### config.mk
export PLATFORM = sky130hd
export DESIGN_NAME = packet_scheduler
export DESIGN_NICKNAME = d
export VERILOG_FILES = /design/src/rtl/packet_scheduler.sv
export SDC_FILE = /design/constraint.sdc
export NUM_CORES = 1
export LEC_CHECK = 0
export ABC_AREA = 1
export BUFFER_PORTS_ARGS = -buffer_cell sky130_fd_sc_hd__buf_4
export CORE_MARGIN = 5
export CORE_UTILIZATION = 61
export CTS_CLUSTER_DIAMETER = 60
export DETAILED_ROUTE_END_ITERATION = 16
export PLACE_DENSITY_LB_ADDON = 0.25
export SYNTH_ARGS = -nofsm -noshare
export SYNTH_HDL_FRONTEND = slang
export SYNTH_SLANG_ARGS = --single-unit
### constraint.sdc
create_clock -name CLK -period 2.4 [get_ports CLK]
set_clock_uncertainty 0.15 [all_clocks]
set_input_delay 0.12 -clock CLK [delete_from_list [all_inputs] [get_ports CLK]]
set_output_delay 0.12 -clock CLK [all_outputs]
set_load 0.01 [all_outputs]
### src/rtl/packet_scheduler.sv
// Slot-based round-robin scheduler: a TICK snapshots the requesters, which are then
// granted the shared transmitter one at a time until the snapshot is drained.
module packet_scheduler #(
  parameter int          NUM_REQ     = 4,
  parameter int unsigned TIMEOUT_MAX = 32'd2499999
) (
  input  logic               CLK,
  input  logic               RESET,
  input  logic               ENABLE,
  input  logic               TICK,
  input  logic [NUM_REQ-1:0] REQ,
  input  logic               TX_BUSY,
  input  logic               TX_DONE,
  output logic [NUM_REQ-1:0] GRANT,
  output logic [1:0]         SEL,
  output logic               SEND_PACKET,
  output logic               TIMEOUT_ERR,
  output logic [7:0]         MISSED_CNT,
  output logic [1:0]         STATE_DBG
);

  localparam logic [1:0] IDLE = 2'd0;
  localparam logic [1:0] ARB  = 2'd1;
  localparam logic [1:0] SEND = 2'd2;
  localparam logic [1:0] WAIT = 2'd3;

  // Transmitter handshake: SEND_PACKET is a one-cycle start issued only while
  // TX_BUSY is low; the transaction ends on a one-cycle TX_DONE or on timeout.
  logic [1:0]         state;
  logic [NUM_REQ-1:0] pending;
  logic [1:0]         last;
  logic [31:0]        timer;
  logic               pick_valid;
  logic [1:0]         pick_idx;
  logic [1:0]         cand;

  assign STATE_DBG = state;

  // Search begins just after the previous owner; i == NUM_REQ wraps back to it.
  always_comb begin
    pick_valid = 1'b0;
    pick_idx   = last;
    cand       = '0;
    for (int i = 1; i <= NUM_REQ; i++) begin
      cand = last + 2'(i);
      if (!pick_valid && pending[cand]) begin
        pick_valid = 1'b1;
        pick_idx   = cand;
      end
    end
  end

  always_ff @(posedge CLK) begin
    if (RESET) begin
      state       <= IDLE;
      pending     <= '0;
      last        <= 2'd3;
      timer       <= '0;
      GRANT       <= '0;
      SEL         <= '0;
      SEND_PACKET <= 1'b0;
      TIMEOUT_ERR <= 1'b0;
      MISSED_CNT  <= '0;
    end else begin
      SEND_PACKET <= 1'b0;
      if (TICK && state != IDLE && MISSED_CNT != 8'hFF) begin
        MISSED_CNT <= MISSED_CNT + 8'd1;
      end
      case (state)
        IDLE: begin
          if (TICK && ENABLE) begin
            pending <= REQ;
            state   <= ARB;
          end
        end
        ARB: begin
          if (!pick_valid || !ENABLE) begin
            GRANT <= '0;
            state <= IDLE;
          end else begin
            GRANT <= {{(NUM_REQ-1){1'b0}}, 1'b1} << pick_idx;
            SEL   <= pick_idx;
            state <= SEND;
          end
        end
        SEND: begin
          if (!TX_BUSY) begin
            SEND_PACKET <= 1'b1;
            timer       <= '0;
            state       <= WAIT;
          end
        end
        WAIT: begin
          // A TX_DONE coinciding with the limit counts as a normal completion.
          if (TX_DONE || timer == TIMEOUT_MAX) begin
            if (!TX_DONE) TIMEOUT_ERR <= 1'b1;
            pending[SEL] <= 1'b0;
            last         <= SEL;
            GRANT        <= '0;
            state        <= ARB;
          end else begin
            timer <= timer + 32'd1;
          end
        end
        default: state <= IDLE;
      endcase
    end
  end

endmodule

==> results.ini <==
[timing]
whs_ps = 61.01
timing.final.ws_setup_ps = 236.1
fin_crit_ps = 2164
hold_violations = 0
relSlewSlack = 0.6893
fin_crit_sh = 0.9016
maxSlewViolCount = 0
rsz0062_at_grt = false
setup_viol = 0
worstMarginPinSlew_ps = 466.0
clock.fmax_mhz = 462.1
tns_ps = 0

[min_path]
holdPathStages = 5
min_from = REQ[3]
hold_path.class = in -> reg

[worst_setup_path]
r2r_cells = 12
critical_path_required_ps = 2440
arrival_ps = 2200
r2r-start = timer[0]
crit_path_end_kind = flip-flop
crit_path_start = timer[0]
cp_max_fo = 27
worstSetupStartpointType = flip-flop
critPathKind = reg -> reg

[drt]
vias = 3968
via_per_inst = 5.451
postRouteAntennaNets = 0
firstDrtPassIters = 5
drt_wl_total_mm = 9.662
drt-initial-drc-count = 337
drcViolationCount = 0
routedWlPerCell_um = 13.27

[clock_tree]
clk_latency_ps = 320
cts_tree = yes
path_clk_slew_ps = 110
clk_path_buf_depth = 2
cts_buffers = 5
cts_root_buffer = clkbuf_8
clock_sinks = 56
ctsHtreeMaxLevel = 2
postCtsSetupBuffers = 0

[logic_synthesis]
synth_seq_cells = 56
ys_seq_area_frac = 0.3022
synth_edf_count = 0
synth_top_family_by_area = simple AND/OR/NAND/NOR gates
yosysTopAreaCell = dfxtp_1
synth_cell_types = 36
synth_fa_ha_area_frac = 0.02361
synth_warnings = 0
synthXorXnorAreaFrac = 0.02833
synthMuxAreaShare = 0
syn_avg_cell_area_sq_um = 5.926
synth.most_common_cell = nand2_1
synthTopCellsByArea = dfxtp_1 30%, nand2_1 21%, nor2_1 11%, nand3_1 8.2%, a21oi_1 5.8%
synth_cells = 626
synth_top_area_frac = 0.3022
synthFlopType = dfxtp_1
synth-compound-area-share = 0.09949
synth-simple-area-share = 0.4604
synth_area_sq_um = 3710
synthTopCellsByCount = 208 x nand2_1, 105 x nor2_1, 61 x nand3_1, 57 x inv_1, 56 x dfxtp_1
async_flop_share = 0
syn-num-nets = 643

[floorplan]
core_sq_um = 5921
die_h_um = 87.99
initial_core_util = 0.6266
dieWidth_um = 87.99
io_pins = 28
die_area_sq_um = 7741
std_cell_rows = 28

[layout]
fill_cells = 533
drive_gt1_frac = 0.09188
seq_area_sq_um = 1121
final_core_util = 0.6929
area_delta_synth_final_pct = 10.59
nNetsFinal = 669
multi_input_area_sq_um = 2270
diodes = 0

[place]
hpwl_mm = 7.202
place_worst_setup_slack_ps = 223.7
gp_congestion = 0.9977
io_buffers = 27

[outcome]
status = finished, final reports clean

[global_route]
grt_pass1_wl_mm = 16.41
grt_overflow = 0
grt_max_degree = 40
grt.total_usage = 0.2641
antenna_found_initial = 0
first_global_vias = 3699

[power]
vdd_drop_max_v = 0.0006198
p_per_area_nw_per_um2 = 712.6
p_leak_uw = 0.001581

[job]
max_cap_viol_count = 0

repair_timing:
item | in CTS | in global routing
setup endpoints to repair | 0 | 4
endpoints found under the hold margin | 2 | 0
hold buffers | 2 | 0
resized for setup | 0 | 2
cell usage in the layout, fill, tap and decap left out, types with 5 or more instances in the layout:
cell type	count
inv_1	57
clkbuf_8	5
ha_1	7
nand4_1	5
a21oi_1	43
o21ai_0	16
xor2_1	9
nand2_2	6
nand2_1	208
nor3_1	8
dfxtp_1	56
nand3_1	61
nor2_1	105
buf_4	34
worst paths after layout:
kind,slack [ps],endpoint
hold / removal,60,pending[3]
hold reg to reg,350,timer[15]
setup / recovery,240,timer[16]
setup reg to reg,240,timer[16]
cells by family (layout without fill, tap and decap cells):
group / Yosys count / after routing
xor gates and xnor gates: 12 / 12
adders and majority gates: 7 / 7
and+or+nand+nor: 406 / 406
buffers and inverters: 77 / 104
DFF: 56 / 56
AOI/OAI and AO/OA: 68 / 68
worst max-delay path, stage by stage (launching register included):
cell     delay [ps]
dfxtp_1         390
ha_1            260
nand2_2         100
nor2_4          130
nand3_1          80
nor2_1          110
nand2_1         120
nand2_2          90
nand2_4         110
nand2_8         200
inv_4           130
nand2_1          90
a21oi_1          60
per-layer routing:
metal	up-vias	GRT usage	wire (um)	share of wire
met2	138	0.4808	4737	0.49
met4	0	0.08229	237	0.025
li1	2024	-	-	-
met1	1780	0.3217	4077	0.42
met5	-	0	0	0
met3	26	0.03293	610	0.063
state kept, by name, indices dropped and copies added, names as in the netlist:
| register | count |
|---|---|
| SEND_PACKET | 1 |
| SEL | 2 |
| pending | 4 |
| TIMEOUT_ERR | 1 |
| last | 2 |
| timer | 32 |
| GRANT | 4 |
| MISSED_CNT | 8 |
| STATE_DBG | 2 |
final cells by class:
cell class	count	share of cell area
tap	75	0.02287
sequential	56	0.2733
inverter	60	0.05550
multi-input combinational	493	0.5532
clock buffer	5	0.01677
timing repair buffer	36	0.06709
clock inverter	3	0.01128
where the power goes:
group | leakage, uW | switching [uW] | internal [uW]
Combinational | 0.00107 | 775 | 383
Sequential | 0.000453 | 97.0 | 1020
Clock | 0.0000548 | 334 | 315
Total | 0.00158 | 1210 | 1720
metrics by stage:
| step | cells | area (sq um) | power (uW) |
|---|---|---|---|
| after floorplan | 626 | 3710 | 1996 |
| after global placement | 718 | 3965 | 2239 |
| after detailed placement | 718 | 3965 | 2272 |
| after CTS | 728 | 4100 | 2916 |
| after global routing | 728 | 4103 | 3131 |
| final | 728 | 4103 | 2923 |
No activity file was read; power rests on OpenSTA's default activity.
